--- config.mk ---
export PLATFORM = sky130hd
export DESIGN_NAME = uba_intr_ctrl
export DESIGN_NICKNAME = d
export VERILOG_FILES = /design/src/rtl/uba_intr_ctrl.sv
export SDC_FILE = /design/constraint.sdc
export NUM_CORES = 1
export LEC_CHECK = 0
export BUFFER_PORTS_ARGS = -buffer_cell sky130_fd_sc_hd__buf_2
export CORE_MARGIN = 10
export CORE_UTILIZATION = 45
export DETAILED_ROUTE_END_ITERATION = 10
export HOLD_SLACK_MARGIN = 0.12
export PLACE_DENSITY = 0.85
export SYNTH_ARGS = -nofsm -noshare
export SYNTH_HDL_FRONTEND = slang
export SYNTH_SLANG_ARGS = --single-unit
export TNS_END_PERCENT = 100
--- constraint.sdc ---
create_clock -name clk -period 1.8 [get_ports clk]
set_clock_uncertainty 0.2 [all_clocks]
set_input_delay 0.09 -clock clk [delete_from_list [all_inputs] [get_ports clk]]
set_output_delay 0.09 -clock clk [all_outputs]
set_load 0.02 [all_outputs]
--- src/rtl/uba_intr_ctrl.sv ---
// Unibus adapter interrupt responder: arbitrates device requests, runs the ack/vector handshake, hands the vector to the CPU.
// Optional rotating priority is enabled by defining UBA_INTR_RR_EN; the default build uses fixed lowest-index priority.
module uba_intr_ctrl #(
  parameter int NDEV        = 4,
  parameter int VECT_CYCLES = 2,
  parameter int HOLD_CYCLES = 3
) (
  input  logic            clk,
  input  logic            rst,
  input  logic [NDEV-1:0] dev_irq,
  output logic [NDEV-1:0] dev_ack,
  output logic [NDEV-1:0] dev_vect,
  input  logic [15:0]     dev_vdata,
  output logic            cpu_irq,
  input  logic            cpu_iack,
  output logic [15:0]     cpu_vect,
  output logic            cpu_vect_vld,
  output logic            cpu_passive,
  output logic [2:0]      dbg_state
);

  localparam int IW   = $clog2(NDEV);
  localparam int CMAX = (VECT_CYCLES > HOLD_CYCLES) ? VECT_CYCLES : HOLD_CYCLES;
  localparam int CW   = $clog2(CMAX + 1);

  typedef enum logic [2:0] {
    S_IDLE = 3'd0,
    S_REQ  = 3'd1,
    S_ACK  = 3'd2,
    S_VECT = 3'd3,
    S_DONE = 3'd4,
    S_HOLD = 3'd5
  } state_t;

  // Handshake: cpu_irq stays high in REQ until a cpu_iack pulse is seen; the
  // device sees dev_ack for one cycle, then dev_vect for VECT_CYCLES cycles and
  // must drive dev_vdata by the last of them; cpu_vect_vld pulses once per grant.

  state_t          state_q, state_d;
  logic [IW-1:0]   win_q, win_d;
  logic [CW-1:0]   cnt_q, cnt_d;
  logic            passive_q, passive_d;
  logic [NDEV-1:0] dev_ack_q, dev_ack_d;
  logic [NDEV-1:0] dev_vect_q, dev_vect_d;
  logic            cpu_irq_q, cpu_irq_d;
  logic [15:0]     cpu_vect_q, cpu_vect_d;
  logic            cpu_vect_vld_q, cpu_vect_vld_d;
  logic            cpu_passive_q, cpu_passive_d;
  logic [IW-1:0]   arb_win;
  logic            vect_last;
  logic            hold_last;
  logic [NDEV-1:0] win_oh;
`ifdef UBA_INTR_RR_EN
  logic [IW-1:0]   ptr_q, ptr_d;
`endif

  // First set bit of req found when scanning upward from start, wrapping.
  function automatic logic [IW-1:0] pick(input logic [NDEV-1:0] req, input logic [IW-1:0] start);
    logic [IW-1:0] r;
    logic          found;
    int            j;
    r     = '0;
    found = 1'b0;
    for (int k = 0; k < NDEV; k++) begin
      j = (int'(start) + k) % NDEV;
      if (!found && req[j]) begin
        r     = IW'(j);
        found = 1'b1;
      end
    end
    return r;
  endfunction

`ifdef UBA_INTR_RR_EN
  assign arb_win = pick(dev_irq, ptr_q);
`else
  assign arb_win = pick(dev_irq, {IW{1'b0}});
`endif

  assign vect_last = (cnt_q == CW'(VECT_CYCLES - 1));
  assign hold_last = (cnt_q == CW'(HOLD_CYCLES - 1));

  always_ff @(posedge clk or negedge rst) begin
    if (!rst) begin
      state_q        <= S_IDLE;
      win_q          <= '0;
      cnt_q          <= '0;
      passive_q      <= 1'b0;
      dev_ack_q      <= '0;
      dev_vect_q     <= '0;
      cpu_irq_q      <= 1'b0;
      cpu_vect_q     <= '0;
      cpu_vect_vld_q <= 1'b0;
      cpu_passive_q  <= 1'b0;
`ifdef UBA_INTR_RR_EN
      ptr_q          <= '0;
`endif
    end else begin
      state_q        <= state_d;
      win_q          <= win_d;
      cnt_q          <= cnt_d;
      passive_q      <= passive_d;
      dev_ack_q      <= dev_ack_d;
      dev_vect_q     <= dev_vect_d;
      cpu_irq_q      <= cpu_irq_d;
      cpu_vect_q     <= cpu_vect_d;
      cpu_vect_vld_q <= cpu_vect_vld_d;
      cpu_passive_q  <= cpu_passive_d;
`ifdef UBA_INTR_RR_EN
      ptr_q          <= ptr_d;
`endif
    end
  end

  // The winner is latched only when leaving IDLE, so it is stable for the whole transaction.
  always_comb begin
    state_d   = state_q;
    win_d     = win_q;
    cnt_d     = cnt_q;
    passive_d = passive_q;
`ifdef UBA_INTR_RR_EN
    ptr_d     = ptr_q;
`endif
    case (state_q)
      S_IDLE: begin
        if (|dev_irq) begin
          state_d   = S_REQ;
          win_d     = arb_win;
          passive_d = 1'b0;
        end
      end
      S_REQ: begin
        if (cpu_iack) begin
          state_d = S_ACK;
        end else if (!dev_irq[win_q]) begin
          state_d = S_IDLE;
        end
      end
      S_ACK: begin
        passive_d = ~dev_irq[win_q];
        cnt_d     = '0;
        state_d   = S_VECT;
`ifdef UBA_INTR_RR_EN
        ptr_d     = (win_q == IW'(NDEV - 1)) ? '0 : win_q + 1'b1;
`endif
      end
      S_VECT: begin
        if (vect_last) begin
          state_d = S_DONE;
        end else begin
          cnt_d = cnt_q + 1'b1;
        end
      end
      S_DONE: begin
        cnt_d   = '0;
        state_d = S_HOLD;
      end
      S_HOLD: begin
        if (hold_last) begin
          state_d = S_IDLE;
        end else begin
          cnt_d = cnt_q + 1'b1;
        end
      end
      default: state_d = S_IDLE;
    endcase
  end

  // Outputs decode the next state so every strobe comes straight from a flop.
  always_comb begin
    win_oh         = NDEV'(1) << win_d;
    dev_ack_d      = (state_d == S_ACK)  ? win_oh : '0;
    dev_vect_d     = (state_d == S_VECT) ? win_oh : '0;
    cpu_irq_d      = (state_d == S_REQ);
    cpu_vect_vld_d = (state_d == S_DONE);
    cpu_passive_d  = (state_d == S_DONE) && passive_q;
    cpu_vect_d     = cpu_vect_q;
    if (state_q == S_VECT && vect_last) begin
      cpu_vect_d = passive_q ? 16'h0000 : dev_vdata;
    end
  end

  assign dev_ack      = dev_ack_q;
  assign dev_vect     = dev_vect_q;
  assign cpu_irq      = cpu_irq_q;
  assign cpu_vect     = cpu_vect_q;
  assign cpu_vect_vld = cpu_vect_vld_q;
  assign cpu_passive  = cpu_passive_q;
  assign dbg_state    = state_q;

endmodule
# --- Word level (Yosys, flattened, before mapping) ---
# Index checks and enable logic that the tools add are counted.
classes:
  n_addsub: 1
  order_cmp: 1
  eq_ne: 14
  shift: 1
  n_mux: 24
  n_bitwise: 1
  n_reduce_logical: 15
ops:
  columns: ["op", "n"]
  rows:
  - ["3-bit one-hot mux with 6 select lines", 1]
  - ["16-bit 2-to-1 mux", 1]
  - ["3-bit 2-to-1 mux", 5]
  - ["3-bit by 2-bit == test with 1-bit output, second input constant", 4]
  - ["2-bit 2-to-1 mux", 6]
  - ["3-bit == test, second input constant", 3]
  - ["4-bit 2-to-1 mux", 2]
  - ["3-bit by 1-bit == test with 1-bit output, second input constant", 2]
  - ["1-bit 2-to-1 mux", 6]
  - ["2-bit inequality test, second input constant", 3]
  - ["2-bit one-hot mux with 3 select lines", 1]
  - ["1-bit logical AND", 5]
  - ["4-bit OR reduction", 1]
  - ["1-bit by 2-bit << shifter with 4-bit output, first input constant", 1]
  - ["1-bit logical NOT", 3]
  - ["3-bit logical NOT", 1]
  - ["2-bit by 3-bit < comparator with 1-bit output, second input constant", 1]
  - ["3-bit AND reduction", 1]
  - ["3-bit nonzero test", 1]
  - ["2-bit by 1-bit adder with 2-bit output, second input constant", 1]
  - ["1-bit binary-select mux with 2-bit select", 1]
  - ["2-bit by 1-bit == test with 1-bit output, second input constant", 1]
  - ["2-bit == test, second input constant", 1]
  - ["1-bit one-hot mux with 2 select lines", 1]
  - ["other kinds (4)", 4]
totals:
  regBits: 35
  input_bits: 23
  output_inout_bits: 30
  wordCells: 67

# --- Longest topological paths before layout ---
depth:
  depth_word: 14
  mapped_depth: 7
  ltp_nobuf: 6

# --- Least setup slack after synthesis ---
# OpenSTA, ideal clock, no wires.
synth_timing:
  kind: "register to register"
  from: "register state_q[2], in the netlist dbg_state[2]"
  to: "register dev_vect_q[0], in the netlist dev_vect[0]"
  setup_time_ns: 0.073
  arrival_time_ns: 1.513
  required_time_ns: 1.527
  slack_ns: 0.014
  path_stages_with_launch: 5
  path_buffers: 0
  synth_period_minus_slack_ns: 1.786
  path_cell_list: "dfrtp_1 > ha_1 > a221o_1 > a31o_4 > nor2_1"
synth_via:
  elab_chain_len: 5
  elab_cells_between_ends: 16
  cone_classes: "6 x eq/ne; 1 x shift; 8 x mux; 1 x reduce/logical"
synth_rtl:
  columns: ["element", "line_no", "source"]
  rows:
  - ["from (decl)", "39", "state_t state_q, state_d;"]
  - ["from (signal assigned)", "99", "state_q <= state_d;"]
  - ["3-bit 2-to-1 mux", "135", "end else if (!dev_irq[win_q]) begin"]
  - ["3-bit 2-to-1 mux", "133", "if (cpu_iack) begin"]
  - ["3-bit one-hot mux with 6 select lines", "124", "case (state_q)"]
  - ["3-bit by 2-bit == test with 1-bit output", "173", "dev_vect_d = (state_d == S_VECT) ? win_oh : '0;"]
  - ["4-bit 2-to-1 mux (*)", "173", null]
  - ["named net dev_vect_d[0]", "44", "logic [NDEV-1:0] dev_vect_q, dev_vect_d;"]
  - ["to (signal assigned)", "104", "dev_vect_q <= dev_vect_d;"]
  - ["to (decl)", "44", null]
# The timed path passes the listed nets; every way through them passes the cells marked *.
# A chain may end at the register's enable or synchronous reset.

# --- Worst setup path after layout ---
layout_timing:
  from: "input port dev_irq[3]"
  to: "register cpu_passive_q, in the netlist cpu_passive"
layout_via:
  elab_chain_len: 7
  elab_cells_between_ends: 9
  cone_classes: "1 x eq/ne; 6 x mux; 2 x reduce/logical"
layout_rtl:
  columns: ["element", "line_no", "source"]
  rows:
  - ["from (decl)", "10", "input logic [NDEV-1:0] dev_irq,"]
  - ["1-bit binary-select mux with 2-bit select", "135", null]
  - ["1-bit 2-to-1 mux (not written as such)", "135", null]
  - ["3-bit 2-to-1 mux", "135", null]
  - ["3-bit 2-to-1 mux", "133", null]
  - ["3-bit one-hot mux with 6 select lines (*)", "124", null]
  - ["3-bit == test (*)", "176", "cpu_passive_d = (state_d == S_DONE) && passive_q;"]
  - ["1-bit logical AND (*)", "176", null]
  - ["named net cpu_passive_d", "48", "logic cpu_passive_q, cpu_passive_d;"]
  - ["to (signal assigned)", "108", "cpu_passive_q <= cpu_passive_d;"]
  - ["to (decl)", "48", null]
# The timed path passes the listed nets; every way through them passes the cells marked *. The select of a mux whose other input is x is not followed.

==> flow_metrics.env <==
export IMPL_status="finished, final reports clean"
export IMPL_async_reset_ff_frac=1.00
export IMPL_min_delay_path_depth=5
export IMPL_drt_wl_total_um=4440
export IMPL_cts_made_buffers=5
export IMPL_gp_congestion=0.886
export IMPL_yosysUniqueCellTypes=40
export IMPL_grt_start_max_net_pins=36
export IMPL_synthCells=155
export IMPL_synth_fp_nets=181
export IMPL_ys_top_cells_by_area="dfrtp_1 53%, nand2b_1 6.1%, o21ai_0 5.5%"
export IMPL_syn_area_mm2=0.00165
export IMPL_grt_overflow_total=0
export IMPL_row_count=21
export IMPL_ys_warn_count=0
export IMPL_slowest_stage="dlygate4sd3_1"
export IMPL_design_area_mm2=0.00242
export IMPL_worst_slew_pin_slew_ns=0.449
export IMPL_most_common_layout_cells="51 x buf_2, 31 x dfrtp_1, 20 x dlygate4sd3_1, 17 x nand2_1"
export IMPL_path_cells="dlygate4sd3_1, buf_2, or4_4, nand2_4, nand3_2, nor4b_2"
export IMPL_ys_flop_type="dfrtp_1"
export IMPL_slew_headroom=0.701
export IMPL_cpPeakStageDelay_ns=0.53
export IMPL_areaGrowthSynthToFinish_pct=46.6
export IMPL_post_drt_wl_per_cell_um=15.5
export IMPL_final_common_cell="buf_2"
export IMPL_firstDrtPassIters=4
export IMPL_drv_slew=0
export IMPL_clock_root_buffer="clkbuf_8"
export IMPL_post_place_ws_ns=-0.0217
export IMPL_start_util=0.480
export IMPL_wl_met1_um=1810
export IMPL_worstPathArrival_ns=1.77
export IMPL_ys_ff_latch=35
export IMPL_critPathMaxFanout=4
export IMPL_endpoint_kind="register"
export IMPL_rsz0062_at_grt="true"
export IMPL_layout_drive_gt1_share=0.407
export IMPL_yosysSeqAreaShare=0.530
export IMPL_setup_viol=0
export IMPL_final_min_clock_period_ns=1.78
export IMPL_dr_wl_met2_um=2170
export IMPL_detail_route_antenna_nets=0
export IMPL_period_share=0.987
export IMPL_fp_dieW_um=80.6
export IMPL_clock_latency_ns=0.28
export IMPL_ctsHoldBuffers=22
export IMPL_core_area_mm2=0.00344
export IMPL_synth_edff_count=0
export IMPL_placed_area_mm2=0.00200
export IMPL_grt_use_total=0.138
export IMPL_via_per_inst=5.11
export IMPL_irDropWorstVdd_v=0.00103
export IMPL_p_leak_uw=0.00121
export IMPL_wl_met3_um=407
export IMPL_dp_cells=254
export IMPL_dp_hpwl_um=2980
export IMPL_cts_tree="yes"
export IMPL_io_pins=53
export IMPL_first_iter_violations=49
export IMPL_syn_avg_cell_area_um2=10.7
export IMPL_die_area_mm2=0.00650
export IMPL_portBuffers=52
export IMPL_grt_pass1_wl_um=7220
export IMPL_drc_errors=0
export IMPL_cts_path_max_buffers=2
export IMPL_crit_path_start_kind="input pin"
export IMPL_nets=266
export IMPL_rr_worst_depth=5
export IMPL_hold_class="in -> reg"
export IMPL_antenna_found_initial=0
export IMPL_critPathKind="in -> reg"
export IMPL_fmax_ghz=0.563
export IMPL_clock_sinks=35
export IMPL_diodes=0
export IMPL_power_density_mw_per_mm2=1750
export IMPL_dieHeight_um=80.6
export IMPL_htree_levels=2
export IMPL_fin_cells=287
export IMPL_timing_max_cap_violations=0
export IMPL_setup_slack_ns=0.0241
export IMPL_grt_pass1_vias=1504
export IMPL_finalHoldViolCount=0
export IMPL_synth_top_area_frac=0.530
export IMPL_vias=1466
export IMPL_p_total_uw=4240
export IMPL_critPathRequiredTime_ns=1.79
export IMPL_yosysTopAreaCell="dfrtp_1"
export IMPL_top_layer="met4"
export IMPL_cts_clk_slew_worst_paths_ns=0.07
cells by family (layout without fill, tap and decap cells):
family                   Yosys count  after routing  synth area share
AND/OR/NAND/NOR                   65             65             0.222
AO/OA/AOI/OAI                     39             39             0.173
flip-flops                        35             35             0.530
buffers and inverters             10             96            0.0273
adder cells (fa/ha/maj)            3              3            0.0227
multiplexers                       3              3            0.0257
worst max-delay path: cells and delay by family:
family,cells,cell delay [ns]
buf+inv,2,0.66
simple gates,4,1.02
state kept, by name (all words and copies together) (netlist names):
signal        flops
passive_q         1
cpu_passive       1
dev_ack           4
win_q             2
dbg_state         3
dev_vect          4
cpu_vect         16
cpu_irq           1
cpu_vect_vld      1
cnt_q             2
metal layers:
metal,vias to the layer above,GRT usage
li1,700,-
met4,0,0.0352
met1,704,0.165
met5,-,0
met2,55,0.230
met3,7,0.0457
area by class of cell:
class,count,area (um2)
fill,250,1020
sequential,35,881
multi-input combinational,110,805
timing repair buffer,83,581
clock buffer,7,76.3
tap,46,57.6
inverter,5,18.8
clock inverter,1,5.00
through the flow:
| stage | hold slack [ns] | TNS [ns] | util |
|---|---|---|---|
| floorplan | -0.406 | 0 | - |
| global placement | -0.0536 | 0 | 0.582 |
| detailed placement | -0.0551 | -0.0217 | 0.582 |
| CTS | 0.121 | 0 | 0.671 |
| global route | 0.112 | -0.263 | 0.704 |
| finish | 0.0999 | 0 | 0.704 |
synth_stat cells, types with 2 or more instances:
cell,instances
nor2_1,14
mux2i_1,2
o21ai_1,2
clkbuf_1,4
ha_1,3
o221ai_1,2
nand2b_1,16
o21ai_0,18
dfrtp_1,35
and2_1,2
inv_1,5
nand2_1,18
or2_2,2
and2_2,2
a22oi_1,2
a21oi_1,4
final timing paths:
kind / end / slack (ns) / start
worst max-delay path: cpu_passive / 0.02 / dev_irq[3]
worst min register to register: cpu_vect[7] / 0.28 / cpu_vect[7]
max in group asynchronous: win_q[0] / 0.89 / rst
min in group asynchronous: cpu_vect[10] / 0.19 / rst
worst max register to register: dev_vect[0] / 0.05 / win_q[0]
worst min-delay path: cpu_passive / 0.1 / dev_irq[0]
power breakdown:
part | switching, uW | total (uW) | internal [uW]
clock network | 261 | 532 | 271
logic | 1320 | 2310 | 988
registers | 282 | 1400 | 1120
what timing repair did:
| action | CTS | global route |
|---|---|---|
| buffers inserted | 0 | 5 |
| endpoints found under the setup margin | 2 | 11 |
| pin swaps | 0 | 8 |
| endpoints found under the hold margin | 60 | 2 |
| gates resized for setup | 2 | 22 |
(Power assumes the default switching activity.)
